$ cat config.mk
export PLATFORM = sky130hd
export DESIGN_NAME = handshake_rx
export DESIGN_NICKNAME = d
export VERILOG_FILES = /design/src/rtl/handshake_rx.sv
export SDC_FILE = /design/constraint.sdc
export NUM_CORES = 1
export LEC_CHECK = 0
export CORE_MARGIN = 1.5
export CORE_UTILIZATION = 42
export DETAILED_ROUTE_END_ITERATION = 10
export PLACE_DENSITY = 0.81
export SYNTH_ARGS = -nofsm -noshare
export SYNTH_HDL_FRONTEND = slang
export SYNTH_SLANG_ARGS = --single-unit
$ cat constraint.sdc
create_clock -name clk -period 2.12 [get_ports clk]
set_input_delay 0.424 -clock clk [delete_from_list [all_inputs] [get_ports clk]]
set_output_delay 0.424 -clock clk [all_outputs]
set_load 0.01 [all_outputs]
$ cat src/rtl/handshake_rx.sv
// Receive side of a 4-phase req/ack crossing: synchronises req, captures the word,
// returns ack and presents the word through a one-entry valid/ready buffer.
module handshake_rx #(
  parameter int DATA_W      = 40,
  parameter int SYNC_STAGES = 2,   // legal range 2..4
  parameter int CNT_W       = 16
) (
  input  logic              clk,
  input  logic              rst,
  input  logic              req_i,
  input  logic [DATA_W-1:0] req_data_i,
  output logic              ack_o,
  output logic              vld_o,
  output logic [DATA_W-1:0] data_o,
  input  logic              rdy_i,
  output logic              busy_o,
  output logic [CNT_W-1:0]  xfer_cnt_o,
  output logic [1:0]        fsm_state_o
);

  // Handshake: a word moves to the consumer on any clk edge where vld_o & rdy_i.
  // vld_o never drops without that transfer, and data_o is stable while vld_o & !rdy_i.

  typedef enum logic [1:0] {
    IDLE = 2'b00,
    ACK  = 2'b01
  } state_t;

  state_t                   state_q;
  state_t                   state_d;
  logic [SYNC_STAGES-1:0]   sync_q;
  logic                     req_s;
  logic                     ack_q;
  logic                     vld_q;
  logic [DATA_W-1:0]        data_q;
  logic [CNT_W-1:0]         cnt_q;
  logic                     drain;
  logic                     space;
  logic                     capture;

  always_ff @(posedge clk or posedge rst) begin
    if (rst) begin
      sync_q <= '0;
    end else begin
      sync_q <= {sync_q[SYNC_STAGES-2:0], req_i};
    end
  end

  assign req_s = sync_q[SYNC_STAGES-1];
  assign drain = vld_q & rdy_i;
  assign space = !vld_q | drain;

  // State register; ack is its own flop so the sender sees a glitch-free level.
  always_ff @(posedge clk or posedge rst) begin
    if (rst) begin
      state_q <= IDLE;
      ack_q   <= 1'b0;
    end else begin
      state_q <= state_d;
      ack_q   <= (state_d == ACK);
    end
  end

  always_comb begin
    state_d = IDLE;
    capture = 1'b0;
    case (state_q)
      IDLE: begin
        if (req_s && space) begin
          state_d = ACK;
          capture = 1'b1;
        end
      end
      ACK: begin
        state_d = req_s ? ACK : IDLE;
      end
      default: state_d = IDLE;
    endcase
  end

  always_comb begin
    ack_o       = ack_q;
    vld_o       = vld_q;
    data_o      = data_q;
    xfer_cnt_o  = cnt_q;
    busy_o      = (state_q != IDLE) | vld_q;
    fsm_state_o = state_q;
  end

  // Output buffer: a capture wins over a drain in the same cycle.
  always_ff @(posedge clk or posedge rst) begin
    if (rst) begin
      vld_q  <= 1'b0;
      data_q <= '0;
      cnt_q  <= '0;
    end else begin
      if (capture) begin
        vld_q  <= 1'b1;
        data_q <= req_data_i;
        cnt_q  <= cnt_q + CNT_W'(1);
      end else if (drain) begin
        vld_q  <= 1'b0;
      end
    end
  end

endmodule

# Word level (Yosys, flattened, before mapping)
# Index checks and enable logic that the tools add are counted.
# word_totals
inputBits	44
out_inout_bits	61
word_cells	24
register_bits	62
# op_classes
eq_ne	2
n_reduce_logical	5
bitwise	3
add_sub_neg	1
mux	7
# ops
op	count
$add A16 B1 Y16 const B	1
$mux W1	6
$eq A2 B1 Y1 const B	2
$pmux W2 S2	1
$reduce_bool A2 Y1	2
$logic_not A2 Y1	1
$or A1 B1 Y1	2
$and A1 B1 Y1	1
$logic_and A1 B1 Y1	1
$logic_not A1 Y1	1

# Longest topological paths before layout
# depth
depth_word	6
ltp_mapped	6
ltp_nobuf	4

# Least setup slack after synthesis
# No wires, ideal clock.
# synth_path
path_kind	reg-to-reg
from	register, netlist name ack_o
to	register data_q[10] (netlist: data_o[10])
arrival_time_ns	1.403
required_time_ns	1.995
synth_period_minus_slack_ns	1.528
setup_ns	0.125
slack_ns	0.592
path_buffers	2
path_stages_with_launch	6
path_cell_list	dfrtp_1 > nand2b_4 > nor2_1 > buf_2 > buf_4 > mux2_2
# synth_rtl
item	line_no	rtl
end signal, assigned	99	data_q <= req_data_i;
end, declared	35	logic [DATA_W-1:0] data_q;

==> flow_summary.toml <==
[power_and_ir_drop]
power_frac_comb_pct = 28.8
seq_power_share_pct = 44.2
p_sw_share_pct = 27.2
ir_drop_mv = 0.688
p_sw_mw = 0.941
power.leakage_nw = 1.53
clkPwrFrac_pct = 27.1
p_int_mw = 2.52
p_per_area_nw_per_um2 = 934

[status]
status = "finished, final reports clean"

[logic_synthesis]
synth_warnings = 0
syn_area_um2 = 2380
synthTopCellsByArea = "dfrtp_1 63%, mux2_2 19%, xnor2_1 4.4%"
synth_top_area_cell = "dfrtp_1"
ys_ff_latch = 60
synth_nets = 207
yosysTopAreaCellShare_pct = 63.0
ys_types = 25
synth_cells = 162
yosysSeqAreaShare_pct = 63.0
avgSynthCellArea_um2 = 14.7

[clocking]
clk_latency_ns = 0.34
ctsHtreeMaxLevel = 3
cts_setup_buffers = 0
cts_tree = "built"
cts_buffers = 9
cts_hold_buf = 0
clk_pin_slew_ns = 0.06
clk_root_buffer_cell = "clkbuf_8"
clock-sinks = 60
cts_resized = 0
cts_buffer_depth = 2

[global_routing]
grt_use_total_pct = 17.8
grt_pass1_wl_mm = 8.18
grt_start_max_net_pins = 61
overflow = 0
antenna_found_initial = 0
grt_pass1_vias = 1819

[detailed_routing]
firstDrtPassIters = 4
wl_mm = 5.05
first_iter_violations = 42
ant_nets = 0
wire_per_inst_um = 14.4
vias = 1691
route.detailed.drc = 0
vias_per_cell = 4.83

[sta]
finalHoldViolations = 0
maxSlewViolCount = 0
clock-skew-final_ns = 0.00474
period_share_pct = 91.0
period_minus_slack_ns = 1.93
tns_ns = 0
setup-violations-final = 0
fmax_mhz = 518
rsz0062_at_grt = "no"

[placed_design]
gp_congestion = 0.805
io_buffers = 103

[layout]
syn_to_final_growth_pct = 55.2
fin_nets = 318
postLayoutCoreUtil_pct = 67.2
final_common_cell = "clkdlybuf4s50_1"
drive_gt1_share_pct = 23.7
final_cell_mix = "103 x clkdlybuf4s50_1, 60 x dfrtp_1, 41 x mux2_2, 12 x xnor2_1, 12 x clkbuf_8"
n_antenna_cell = 0

[critical_path]
critPathRequiredTime_ns = 1.70
crit_slowest_cell = "clkdlybuf4s50_1"
crit_path_max_incr_delay_ns = 0.47
worst-setup-path-type = "flip-flop to output port"
crit_chain = "or2_2 > clkdlybuf4s50_1"
cp_num_buf_inv = 1
setup.worst_path.start_class = "flip-flop"
crit_arrival_ns = 1.51
worstPathMaxFanout = 5
timing.critical_path.max_delay_family = "buffers and inverters"
cp-end-kind = "output port"

[die]
fp.dieH_um = 78.4
placementRows = 27
core_um2 = 5510
ios = 105
die_width_um = 78.4
fp.dieArea_um2 = 6140
initial_core_util_pct = 43.3

[flow_run]
drv_cap = 0

[hold_path]
hp-class = "flip-flop to flip-flop"
sequential cells by signal (all words and copies together) (netlist names):
name	count
ack_o	1
xfer_cnt_o	16
vld_o	1
sync_q	2
data_o	40
cell usage after synthesis:
| master | instances |
|---|---|
| nand4_1 | 6 |
| buf_4 | 5 |
| mux2_2 | 41 |
| dfrtp_1 | 60 |
| nor4_1 | 1 |
| or4b_4 | 1 |
| ha_1 | 1 |
| o21a_1 | 1 |
| nor2b_4 | 1 |
| buf_2 | 2 |
| nor3_1 | 1 |
| nand2_1 | 5 |
| nand2b_4 | 1 |
| and3_1 | 2 |
| or2_2 | 1 |
| inv_1 | 1 |
| xnor2_1 | 12 |
| nand3_1 | 8 |
| xor2_1 | 3 |
| and2_2 | 1 |
| nand2b_1 | 1 |
| nor3_2 | 1 |
| nor2_1 | 3 |
| and2_1 | 2 |
| conb_1 | 1 |
through the flow:
step / worst slack [ns] / instance area, um^2 / cells / hold slack [ns] / power (mW)
2_1_floorplan: 0.211 / 2380 / 162 / 0.331 / 1.94
3_3_place_gp: 0.158 / 3520 / 334 / 0.332 / 2.52
3_5_place_dp: 0.134 / 3520 / 334 / 0.336 / 2.56
4_1_cts: 0.179 / 3700 / 350 / 0.350 / 3.51
5_1_grt: 0.150 / 3700 / 350 / 0.358 / 3.63
6_report: 0.190 / 3700 / 350 / 0.349 / 3.46
final cells by class:
class                      count  area [um^2]
fill                         428         1800
sequential                    60         1500
timing repair buffer         107         1090
multi-input combinational     94          840
clock buffer                  15          176
tap                           72         90.1
clock inverter                 1         5.00
inverter                       1         3.75
power by group through the flow:
stage	sequential [mW]	combinational, mW	clock, mW
6_report	1.53	0.994	0.936
5_1_grt	1.57	1.06	1.01
4_1_cts	1.53	1.01	0.963
3_5_place_dp	1.55	1.01	0
3_3_place_gp	1.54	0.987	0
2_1_floorplan	1.63	0.315	0
worst paths after layout:
| check | endpoint | cells past startpoint | startpoint | slack (ns) |
|---|---|---|---|---|
| worst max register to register | xfer_cnt_o[9] | 4 | ack_o | 0.56 |
| max in group asynchronous | data_o[35] | 3 | rst | 1.38 |
| worst min-delay path | sync_q[1] | 0 | sync_q[0] | 0.35 |
| min in group asynchronous | data_o[34] | 3 | rst | 0.47 |
| worst min register to register | sync_q[1] | 0 | sync_q[0] | 0.35 |
| worst max-delay path | busy_o | 2 | ack_o | 0.19 |
metal layers:
layer / track usage [%] / vias up / wire length [um] / share of wire [%]
li1: - / 785 / - / -
met1: 19.6 / 826 / 1980 / 39
met2: 29.5 / 67 / 2530 / 50
met3: 5.58 / 13 / 391 / 7.7
met4: 12.1 / 0 / 146 / 2.9
met5: 0 / - / 0 / 0
kinds of logic (layout without fill, tap and decap cells):
kind of cell               count (synthesis)  in the layout  synth area share, %
AOI/OAI and AO/OA                          1              1                0.315
xor gates and xnor gates                  15             15                 5.51
adders and majority gates                  1              1                0.525
buffers and inverters                      8            124                 2.15
DFF                                       60             60                 63.0
muxes                                     41             41                 19.4
other                                      1              1                0.157
and+or+nand+nor                           35             35                 9.02
(Power assumes the default switching activity.)
